## src/rtl/isw_pkg.sv

```systemverilog
// Shared sizing helpers for the ISW masked-AND pipeline: random-word count
// and the lexicographic pair (i<j) to random-word index mapping.
package isw_pkg;

  function automatic int nrand(input int n);
    return n * (n - 1) / 2;
  endfunction

  // (0,1),(0,2)..(0,n-1),(1,2).. -> 0,1,2,..
  function automatic int pair_idx(input int i, input int j, input int n);
    return i * n - (i * (i + 1)) / 2 + (j - i - 1);
  endfunction

endpackage

```

## src/rtl/isw_pipe_ctrl.sv

```systemverilog
// Valid/enable control for the two-stage elastic pipeline.
// The data path follows the e1/e2 enables produced here.
module isw_pipe_ctrl (
  input  logic clk_i,
  input  logic rst_ni,
  input  logic valid_i,
  input  logic ready_i,
  output logic ready_o,
  output logic valid_o,
  output logic e1,
  output logic e2
);
  localparam int STAGES = 2;

  logic [STAGES:1] vld_pipe;

  // A stage may load when it is empty or its contents move on this edge.
  assign e2      = !vld_pipe[2] || ready_i;
  assign e1      = !vld_pipe[1] || e2;
  assign ready_o = e1;
  assign valid_o = vld_pipe[2];

  always_ff @(posedge clk_i) begin
    if (!rst_ni) begin
      vld_pipe <= '0;
    end else begin
      if (e1) vld_pipe[1] <= valid_i;
      if (e2) vld_pipe[2] <= vld_pipe[1];
    end
  end

endmodule

```

## src/rtl/isw_and_pipe.sv

```systemverilog
// Two-stage pipelined ISW masked AND: Q = X & Y over NSHARES Boolean shares.
// Cross products are registered before any share combination.
module isw_and_pipe
  import isw_pkg::*;
#(
  parameter  int WIDTH   = 8,
  parameter  int NSHARES = 2,
  localparam int NRAND   = nrand(NSHARES)
) (
  input  logic                       clk_i,
  input  logic                       rst_ni,
  input  logic                       valid_i,
  output logic                       ready_o,
  input  logic [NSHARES*WIDTH-1:0]   x_i,
  input  logic [NSHARES*WIDTH-1:0]   y_i,
  input  logic [NRAND*WIDTH-1:0]     r_i,
  output logic                       valid_o,
  input  logic                       ready_i,
  output logic [NSHARES*WIDTH-1:0]   q_o
);
  logic e1, e2;

  logic [NSHARES-1:0][WIDTH-1:0] xs, ys, d_d, d_q, c_d, c_q;
  logic [NRAND-1:0][WIDTH-1:0]   rs, t_d, t_q, u_d, u_q, r_q;

  assign xs = x_i;
  assign ys = y_i;
  assign rs = r_i;

  isw_pipe_ctrl u_ctrl (
    .clk_i   (clk_i),
    .rst_ni  (rst_ni),
    .valid_i (valid_i),
    .ready_i (ready_i),
    .ready_o (ready_o),
    .valid_o (valid_o),
    .e1      (e1),
    .e2      (e2)
  );

  // Stage 1: only products and the fresh mask on t; t and u stay separate
  // so no partially unmasked share exists before the register.
  always_comb begin
    d_d = '0;
    t_d = '0;
    u_d = '0;
    for (int i = 0; i < NSHARES; i++) begin
      d_d[i] = xs[i] & ys[i];
      for (int j = i + 1; j < NSHARES; j++) begin
        t_d[pair_idx(i, j, NSHARES)] = rs[pair_idx(i, j, NSHARES)] ^ (xs[i] & ys[j]);
        u_d[pair_idx(i, j, NSHARES)] = xs[j] & ys[i];
      end
    end
  end

  // Stage 2: share i absorbs r_ij for j>i and the masked pair (t_ji ^ u_ji) for j<i.
  always_comb begin
    c_d = '0;
    for (int i = 0; i < NSHARES; i++) begin
      c_d[i] = d_q[i];
      for (int j = i + 1; j < NSHARES; j++)
        c_d[i] = c_d[i] ^ r_q[pair_idx(i, j, NSHARES)];
      for (int j = 0; j < i; j++)
        c_d[i] = c_d[i] ^ t_q[pair_idx(j, i, NSHARES)] ^ u_q[pair_idx(j, i, NSHARES)];
    end
  end

  always_ff @(posedge clk_i) begin
    if (!rst_ni) begin
      d_q <= '0;
      t_q <= '0;
      u_q <= '0;
      r_q <= '0;
      c_q <= '0;
    end else begin
      if (e1) begin
        d_q <= d_d;
        t_q <= t_d;
        u_q <= u_d;
        r_q <= rs;
      end
      if (e2) c_q <= c_d;
    end
  end

  assign q_o = c_q;

endmodule

```

## config.mk

```make
export PLATFORM = sky130hd
export DESIGN_NAME = isw_and_pipe
export DESIGN_NICKNAME = d
export VERILOG_FILES = /design/src/rtl/isw_pkg.sv /design/src/rtl/isw_pipe_ctrl.sv /design/src/rtl/isw_and_pipe.sv
export SDC_FILE = /design/constraint.sdc
export NUM_CORES = 1
export LEC_CHECK = 0
export BUFFER_PORTS_ARGS = -buffer_cell sky130_fd_sc_hd__buf_2
export CAP_MARGIN = 40
export CORE_AREA = 4 4 75 77
export DETAILED_ROUTE_END_ITERATION = 16
export DIE_AREA = 0 0 79 81
export GPL_ROUTABILITY_DRIVEN = 0
export PLACE_DENSITY_LB_ADDON = 0.3
export SLEW_MARGIN = 20
export SYNTH_ARGS = -nofsm -noshare
export SYNTH_HDL_FRONTEND = slang
export SYNTH_SLANG_ARGS = --single-unit
```

## constraint.sdc

```tcl
create_clock -name clk_i -period 1.6 [get_ports clk_i]
set_clock_uncertainty 0.15 [all_clocks]
set_input_delay 0 -clock clk_i [delete_from_list [all_inputs] [get_ports clk_i]]
set_output_delay 0 -clock clk_i [all_outputs]
set_load 0.01 [all_outputs]
```

==> results of run 1 <==
## critical path, cell delays in order, from the launching register on
cell	delay, ns
dfxtp_1	0.36
and3b_2	0.28
clkinv_8	0.19
buf_2	0.20
## sequential cells by signal, indices dropped and copies added, names as in the netlist
register / flops
t_q: 8
u_q: 8
r_q: 8
u_ctrl.vld_pipe: 2
q_o: 16
d_q: 16
## cells in the final DEF, fill, tap and decap left out, drive strengths merged, types with 14 or more instances in the layout
cell type,instances
a21boi,32
clkbuf,14
nand3,40
buf,66
xor2,16
nand2,56
dfxtp,58
dlygate4sd3,42
## power groups by stage
stage / Clock (mW) / Sequential, mW / Combinational, mW
after detailed placement: 0 / 1.62 / 0.365
after CTS: 1.25 / 1.59 / 0.446
after global placement: 0 / 1.62 / 0.360
after global routing: 1.33 / 1.60 / 0.503
final: 1.23 / 1.59 / 0.453
after floorplan: 0 / 1.63 / 0.205
## Yosys cell counts
cell      instances
buf_4             3
a21oi_2           1
a21oi_1           7
nand4b_1          8
and3b_1           1
o21ai_0           4
o211a_1           8
nand3_1          40
buf_2             5
xor2_1           16
o21a_1            2
dfxtp_1          58
nand2_1          56
nor2b_1           1
xnor2_1           8
buf_6             2
a21boi_1         32
o21ai_1           3
o21ai_2           1
o211ai_1          8
nand2b_1          1
clkbuf_1          8
inv_4             1
buf_8             1
buf_1             2
## stage by stage
stage / cells / hold slack [ns] / cell area (um2)
after floorplan: 277 / -0.0261 / 2480
after global placement: 392 / 0.0842 / 2820
after detailed placement: 392 / 0.0711 / 2820
after CTS: 450 / 0.00791 / 3420
after global routing: 450 / 0.0294 / 3430
final: 450 / 0.00680 / 3430
## area by class of cell
| type | instances | share of cell area (%) |
|---|---|---|
| flip-flops and latches | 58 | 33.8 |
| multi-input cells | 197 | 34.9 |
| clock buffers | 14 | 5.03 |
| clock inverters | 2 | 0.292 |
| repair buffers | 108 | 23.0 |
| well taps | 70 | 2.55 |
| inverters | 1 | 0.474 |
## cells by family (layout without fill, tap and decap cells)
logic type / after synthesis / after routing
AOI/OAI and AO/OA: 66 / 66
xor gates and xnor gates: 24 / 24
buffers and inverters: 22 / 125
DFF: 58 / 58
and+or+nand+nor: 107 / 107
## final timing paths
path,slack [ns],end,startpoint,depth (start not counted)
worst min register to register,0.31,d_q[12],d_q[12],2
worst max register to register,0.11,u_q[1],u_ctrl.vld_pipe[2],4
worst max-delay path,0.1,ready_o,u_ctrl.vld_pipe[2],3
worst min-delay path,0.007,q_o[8],ready_i,5
## timing repair
item / in CTS / in global routing
endpoints found under the hold margin: 41 / 0
gates resized for setup: 1 / 4
setup endpoints to repair: 1 / 1
hold buffers: 42 / 0
## layer usage
layer	track usage, %	vias up	wire length (um)
met5	0	-	0
met4	12.2	0	204
met3	5.76	20	288
met2	34.2	64	2930
met1	24.5	1035	2690
li1	-	1152	-
==> key figures, run 1 <==
Timing
  • Max Slew Vio Count: 0
  • Sum of negative setup slack: 0 ns
  • Least-Margin Pin Slew: around 0.36 ns
  • RSZ-0062 raised after global routing: false
  • Final hold vios: 0
  • Final setup viols: 0
  • Slew HR: around three quarters
  • Fmax: about 670 MHz
  • Tmin final: roughly 1.5 ns
  • Period utilization: 93.8%
  • Setup WS post-layout: 0.0997 ns

Logic synthesis
  • Post-synthesis register bit count: 58
  • Xor and xnor area share after synthesis: under 10%
  • Synth Instances: 277
  • Post-Syn Nets: about 320
  • Post-synthesis adder-cell area fraction: 0%
  • Area contributors post-synth: dfxtp_1, a21boi_1, nand2_1
  • Largest family of logic cells by synthesized area: simple AND/OR/NAND/NOR gates
  • Yosys warning total: 0
  • Synthesized area: roughly 0.0025 mm2
  • Sequential cell area fraction in the yosys report: between 40% and 50%
  • Post-synthesis compound-gate area fraction: about 19%
  • Yosys cell types: 25
  • Mux contribution to synthesized area: 0%
  • Post-synth top area cell: dfxtp_1
  • Simple-gate share of the synthesized area: between 20% and 30%
  • Average cell area after synthesis: around 9.0 um2
  • Share of the synthesized area in the top cell type: 46.7%

Route
  • Overall routed net length: around 6100 um
  • Via count: between 2000 and 2500
  • Avg WL per Cell: ~14 um
  • Post-route ant nets: 0
  • Via density: around 5.0
  • Iteration-0 DRC Markers: around 130
  • DRT Pass-1 Iters: 5
  • Drt drc: 0

CTS
  • Clk slew on worst S/H paths: 0.06 ns
  • H-tree depth: 3
  • Clk sinks: 58
  • CTS Buf Count: 9
  • CTS max path bufs: 2
  • Setup bufs post-CTS: 0
  • Root Buffer: clkbuf_8
  • CTS tree: done
  • Latest clock arrival within the worst-skew pair: 0.33 ns

Layout
  • Layout cells sized above 1: around 22%
  • Multi-input gate area: 0.00120 mm2
  • Register area: ~0.0012 mm2
  • Area Overhead vs Synth: 38.1%
  • Fill cell count: 420
  • Final core utilization: between 60 and 70%
  • Net count, final: 419
  • # diodes: 0

Critical path
  • Crit path capture type: primary output
  • Critical path class: reg2out
  • Critical Path RT: 1.45 ns
  • Critical path fanouts, max: a little under 50
  • Startpoint Class: flip-flop
  • Crit path arrival time: about 1.4 ns

Place
  • Setup WS pre-CTS: 0.170 ns
  • Placed wire-length estimate: 3340 um
  • Buffers on Ports: between 60 and 70

Floorplan
  • Die Wd: approximately 79 um
  • IO Pins: 62
  • Std-Cell Rows: 26
  • DIE HEIGHT: about 81 um
  • Initial Util: about half
  • Core area: 0.00501 mm2
  • Die footprint: between 0.006 and 0.007 mm2

Global routing
  • Gr ovfl total: 0
  • First-pass GRT wire length: a little over 10000 um
  • Total GRT Usage: between 20% and 30%
  • Pin count of the biggest net entering global routing: 75
  • Vias in the first global route: about 2300
  • Initial antenna violation count: 0

Power and ir drop
  • Combinational fraction of design power: about 14%
  • PD cells: between 900 and 1000 mW/mm2
  • Leak Pwr: 1.53 nW
  • Power share of the clock group: 37.5%
  • Switching power: ~0.8 mW
  • VDD IR max: between 0.9 and 1 mV
  • Power Total: ~3.3 mW
  • Share of power burned in registers: about half
  • Cell-internal power: about 2.5 mW
  • Sw frac: around a quarter

Flow run
  • Max-Cap Viols: 0

Min path
  • Hold Path Class: in2reg

Status
  • Status: finished, final reports clean
Power figures use the tool's default switching activity.
==> run 2, diff against run 1 <==
- CORE_AREA: 4 4 75 77 -> 2 2 73 75
- DIE_AREA: 0 0 79 81 -> 0 0 75 77
==> run 2 against run 1 <==
Largest power group unchanged. Clock-buffer cell count decreased by 1. Design area about the same. Non-clock buffer count increased by 1.
==> key figures, run 2 (same netlist as run 1, synthesis figures left out) <==
CTS
  • H-tree depth: 3 (unchanged)
  • Root Buffer: clkbuf_8
  • Latest clock arrival within the worst-skew pair: 0.33 ns (about the same)
  • CTS tree: done
  • Clk sinks: 58 (unchanged)
  • CTS max path bufs: 2 (unchanged)
  • CTS Buf Count: 9 (unchanged)
  • Clk slew on worst S/H paths: 0.07 ns (about the same)
  • Setup bufs post-CTS: 0 (unchanged)

Status
  • Status: finished, final reports clean

Global routing
  • Pin count of the biggest net entering global routing: 50 (-33%)
  • GR Util met1: 27.1% (+2.6 points)
  • Gr ovfl total: 0 (unchanged)
  • Initial antenna violation count: 0 (unchanged)
  • Gr busiest metal: met2
  • Total GRT Usage: 22.9% (+2.0 points)
  • GRT met2 Usage: 36.0% (+1.8 points)
  • First-pass GRT wire length: 10100 um (-3.1%)
  • Vias in the first global route: 2253 (-3.6%)
  • GR Util met3: 7.36% (+1.6 points)

Timing
  • Setup WS post-layout: 0.0783 ns (-0.0214 ns)
  • Max Slew Vio Count: 0 (unchanged)
  • Final hold vios: 0 (unchanged)
  • Fmax: 657 MHz (-1.4%)
  • Least-Margin Pin Slew: 0.364 ns (+0.000649 ns)
  • Tmin final: 1.52 ns (+0.0214 ns)
  • Final setup viols: 0 (unchanged)
  • RSZ-0062 raised after global routing: false
  • Period utilization: 95.1% (+1.3 points)
  • Sum of negative setup slack: 0 ns (unchanged)
  • Slew HR: 75.7% (about the same)

Critical path
  • Critical path class: reg2out
  • Crit path capture type: primary output
  • Crit path arrival time: 1.37 ns (+0.02 ns)
  • Critical Path RT: 1.45 ns (about the same)
  • Startpoint Class: flip-flop
  • Critical path fanouts, max: 49 (unchanged)

Route
  • Via count: 2347 (+3.3%)
  • Iteration-0 DRC Markers: 146 (+9.8%)
  • Drt drc: 0 (unchanged)
  • Overall routed net length: 6120 um (+0.15%)
  • Post-route ant nets: 0 (unchanged)
  • Via density: 5.20 (+3.1%)
  • DRT Pass-1 Iters: 4 (-1)
  • Avg WL per Cell: 13.6 um (about the same)

Layout
  • Non-filler cells in the finished layout: 451 (+0.22%)
  • Register area: 0.00116 mm2 (unchanged)
  • Multi-input gate area: 0.00119 mm2 (-0.10%)
  • Final core utilization: 69.0% (+0.47 points)
  • # diodes: 0 (unchanged)
  • Fill cell count: 399 (-5.0%)
  • Most common cell after layout, fill and taps aside: buf_2
  • Layout cells sized above 1: 21.8% (-0.32 points)
  • Commonest cells after routing, fill and taps aside: buf_2, dfxtp_1, nand2_1
  • Area Overhead vs Synth: 38.2% (about the same)
  • Net count, final: 420 (+0.24%)

Floorplan
  • IO Pins: 62 (unchanged)
  • DIE HEIGHT: 77 um (-4.9%)
  • Initial Util: 49.9% (+0.32 points)
  • Die footprint: 0.00578 mm2 (-9.8%)
  • Die Wd: 75 um (-5.1%)
  • Core area: 0.00498 mm2 (-0.65%)
  • Std-Cell Rows: 26 (unchanged)

Place
  • Placed wire-length estimate: 3420 um (+2.3%)
  • Setup WS pre-CTS: 0.170 ns (+0.000605 ns)
  • Buffers on Ports: 61 (unchanged)
  • Placed Cells incl. Taps: 393 (+0.26%)

Power and ir drop
  • PD cells: 931 mW/mm2 (-2.3%)
  • VDD IR max: 0.627 mV (-34%)
  • Leak Pwr: 1.53 nW (+0.34%)
  • Power Total: 3.20 mW (-2.3%)

Flow run
  • Max-Cap Viols: 0 (unchanged)

Min path
  • Hold Path Class: in2reg
==> run 2: critical path, stage by stage, from the launching register on <==
cell,delay (ns)
dfxtp_1,0.33
and3b_1,0.22
bufinv_16,0.30
buf_2,0.18
==> run 2: final timing paths <==
kind / cells past startpoint / slack, ns / end / start
worst max-delay path: 3 / 0.08 / ready_o / u_ctrl.vld_pipe[2]
worst min-delay path: 5 / 0.005 / q_o[15] / ready_i
worst max register to register: 4 / 0.16 / d_q[11] / u_ctrl.vld_pipe[2]
worst min register to register: 2 / 0.31 / u_q[7] / u_q[7]
==> run 2: routing by layer <==
| layer | wire (um) | vias to the layer above |
|---|---|---|
| met5 | 0 | - |
| met4 | 220 | 0 |
| met3 | 322 | 24 |
| met2 | 2960 | 82 |
| met1 | 2620 | 1090 |
| li1 | - | 1151 |
==> run 2: repair_timing <==
item                                    CTS  global route
pin swaps                                 0             0
hold endpoints to repair                 46             0
gates resized for setup                   1             4
hold buffers                             42             0
cloned                                    0             0
endpoints found under the setup margin    1             2
==> run 2: where the power goes <==
part           switching [mW]  internal (mW)
Sequential             0.0561           1.54
Combinational           0.202          0.253
Clock                   0.549          0.597
==> run 2: layout make-up <==
| cell class | count | area share, % |
|---|---|---|
| Clock buffer | 13 | 4.34 |
| Sequential cell | 58 | 33.8 |
| Multi-Input combinational cell | 197 | 34.8 |
| Tap cell | 70 | 2.55 |
| Inverter | 1 | 0.875 |
| Timing Repair Buffer | 109 | 23.2 |
| Clock inverter | 3 | 0.437 |
==> run 2: stage by stage <==
step	area (um2)	hold WS [ns]
after floorplan	2480	-0.0261
after global placement	2830	0.0769
after detailed placement	2830	0.0819
after CTS	3410	0.00463
after global routing	3430	0.0154
final	3430	0.00538
==> run 3, diff against run 2 <==
- CORE_AREA: 2 2 73 75 -> 2 2 74 76
- DIE_AREA: 0 0 75 77 -> 0 0 76 78
- SYNTH_HIERARCHICAL: unset -> 1
==> run 3 against run 2 <==
Wire length shrank 12%. Synthesized cell count shrank 2.5%. Die area grew 2.6%. Worst hold slack gained 0.32 ns. Sequential share of layout area shrank 1.1 points. Design area grew 3.4%. Clock-buffer cell count grew 1.
==> key figures, run 3 <==
Critical path
  • Crit path capture type: flip-flop
  • Crit path arrival time: 1.59 ns (+0.22 ns)
  • Critical path fanouts, max: 21 (-57%)
  • Critical path class: in2reg
  • Startpoint Class: input pin
  • Critical Path RT: 1.71 ns (+0.26 ns)

CTS
  • CTS max path bufs: 2 (unchanged)
  • Latest clock arrival within the worst-skew pair: 0.32 ns (about the same)
  • Setup bufs post-CTS: 0 (unchanged)
  • H-tree depth: 3 (unchanged)
  • Clk slew on worst S/H paths: 0.06 ns (about the same)
  • CTS tree: done
  • Root Buffer: clkbuf_8
  • CTS Buf Count: 9 (unchanged)
  • Clk sinks: 58 (unchanged)

Power and ir drop
  • PD cells: 916 mW/mm2 (-1.6%)
  • Switching power: 0.766 mW (-5.1%)
  • Leak Pwr: 1.60 nW (+4.6%)
  • Sw frac: 23.6% (-1.7 points)
  • VDD IR max: 0.600 mV (-4.3%)
  • Share of power burned in registers: 49.0% (-0.9 points)
  • Cell-internal power: 2.48 mW (+4.0%)
  • Power share of the clock group: 37.0% (+1.1 points)
  • Combinational fraction of design power: 13.9% (-0.3 points)

Route
  • Drt drc: 0 (unchanged)
  • DRT Pass-1 Iters: 4 (unchanged)
  • Avg WL per Cell: 12.1 um (-11%)
  • Iteration-0 DRC Markers: 53 (-64%)
  • Via density: 4.91 (-5.7%)
  • Via count: 2189 (-6.7%)
  • Post-route ant nets: 0 (unchanged)
  • Overall routed net length: 5380 um (-12%)

Global routing
  • First-pass GRT wire length: 9590 um (-4.6%)
  • Pin count of the biggest net entering global routing: 61 (+22%)
  • Vias in the first global route: 2166 (-3.9%)
  • Gr ovfl total: 0 (unchanged)
  • Initial antenna violation count: 0 (unchanged)
  • Total GRT Usage: 20.0% (-2.8 points)

Timing
  • Tmin final: 1.48 ns (-0.0388 ns)
  • Least-Margin Pin Slew: 0.389 ns (+0.0246 ns)
  • Final setup viols: 0 (unchanged)
  • Period utilization: 92.7% (-2.4 points)
  • Final hold vios: 0 (unchanged)
  • RSZ-0062 raised after global routing: false
  • Sum of negative setup slack: 0 ns (unchanged)
  • Max Slew Vio Count: 0 (unchanged)
  • Setup WS post-layout: 0.117 ns (+0.0388 ns)
  • Slew HR: 74.1% (-1.6 points)
  • Fmax: 674 MHz (+2.6%)
  • Hold slack: 0.324 ns (+0.319 ns)

Min path
  • Hold Path Class: reg2reg

Logic synthesis
  • Number of flops mapped to enable cells by yosys: 0 (unchanged)
  • Most instantiated cells after synthesis: dfxtp_1, nand3_1, a21boi_1, nand2b_1, nand2_1
  • Yosys cell types: 23 (-8.0%)
  • Sequential cell area fraction in the yosys report: 44.6% (-2.2 points)
  • Ys async rst share: 0% (unchanged)
  • Post-synthesis register bit count: 58 (unchanged)
  • Post-synth top area cell: dfxtp_1
  • Share of the synthesized area in the top cell type: 44.6% (-2.2 points)
  • Predominant post-synthesis flop cell: dfxtp_1
  • Average cell area after synthesis: 9.65 um2 (+7.6%)
  • Post-Syn Nets: 314 (-2.2%)
  • Cell with the most instances after synthesis: dfxtp_1
  • Synthesized area: 0.00261 mm2 (+4.9%)
  • Yosys warning total: 6 (+6)
  • Area contributors post-synth: dfxtp_1, a21boi_1, nand3_1
  • Synth Instances: 270 (-2.5%)

Layout
  • Area Overhead vs Synth: 36.1%
  • Final core utilization: 70.4% (+1.4 points)
  • Net count, final: 415 (-1.2%)
  • # diodes: 0 (unchanged)
  • Commonest cells after routing, fill and taps aside: buf_2, dfxtp_1, dlygate4sd3_1
  • Layout cells sized above 1: 22.6% (+0.82 points)
  • Fill cell count: 391 (-2.0%)
  • Most common cell after layout, fill and taps aside: buf_2

Floorplan
  • Std-Cell Rows: 26 (unchanged)
  • DIE HEIGHT: 78 um (+1.3%)
  • Die Wd: 76 um (+1.3%)
  • IO Pins: 62 (unchanged)
  • Die footprint: 0.00593 mm2 (+2.6%)
  • Core area: 0.00504 mm2 (+1.3%)
  • Initial Util: 51.7% (+1.8 points)

Place
  • Placed wire-length estimate: 3210 um (-5.9%)
  • Setup WS pre-CTS: 0.302 ns (+0.132 ns)
  • Buffers on Ports: 61 (unchanged)

Status
  • Status: finished, final reports clean

Flow run
  • Max-Cap Viols: 0 (unchanged)
[run 3: repair_timing]
| action | in CTS | in global routing |
|---|---|---|
| setup endpoints to repair | 0 | 0 |
| hold buffers | 44 | 0 |
| gates resized for setup | 0 | 0 |
| endpoints found under the hold margin | 45 | 0 |
[run 3: cell type report]
class / count / area (um2) / share of cell area, %
Tap cell: 70 / 87.6 / 2.47
Timing Repair Buffer: 111 / 828 / 23.3
Clock buffer: 14 / 173 / 4.87
Sequential cell: 58 / 1160 / 32.7
Inverter: 1 / 3.75 / 0.106
Multi-Input combinational cell: 190 / 1280 / 36.2
Clock inverter: 2 / 10.0 / 0.282
[run 3: worst paths after layout]
kind	startpoint	end	slack [ns]	cells past startpoint
setup / recovery	rst_ni	u_ctrl/vld_pipe[1]	0.12	5
setup reg to reg	u_ctrl/vld_pipe[2]	r_q[4]	0.23	5
hold / removal	q_o[0]	q_o[0]	0.32	1
hold reg to reg	q_o[0]	q_o[0]	0.32	1
[run 3: power by group through the flow]
stage	logic (mW)	registers (mW)	clock network, mW
global route	0.503	1.60	1.32
global placement	0.362	1.62	0
CTS	0.451	1.59	1.24
floorplan	0.215	1.63	0
detailed placement	0.368	1.63	0
finish	0.453	1.59	1.20
[run 3: cells by family after synthesis]
logic type             after synthesis  synth area share, %
AO/OA/AOI/OAI                       58                 16.0
flip-flops                          58                 44.6
XOR/XNOR                            24                 8.07
multiplexers                         8                 3.07
AND/OR/NAND/NOR                    100                 22.1
buffers and inverters               22                 6.24
[run 3: critical path: stages]
cell and delay [ns]:
dlygate4sd3_1 0.52, buf_2 0.35, nand2_1 0.09, dlygate4sd3_1 0.57, o21ai_2 0.05
[run 3: through the flow]
stage / cells / instance area (um2) / power, mW
floorplan: 270 / 2610 / 1.85
global placement: 386 / 2930 / 1.98
detailed placement: 386 / 2930 / 1.99
CTS: 446 / 3550 / 3.29
global route: 446 / 3550 / 3.43
finish: 446 / 3550 / 3.25
[run 3: per-layer routing]
| layer | track usage [%] | share of wire (%) | vias to the layer above |
|---|---|---|---|
| li1 | - | - | 1140 |
| met1 | 23.4 | 45 | 992 |
| met2 | 35.4 | 50 | 49 |
| met3 | 4.30 | 3.9 | 8 |
| met4 | 8.91 | 1.2 | 0 |
| met5 | 0 | 0 | - |
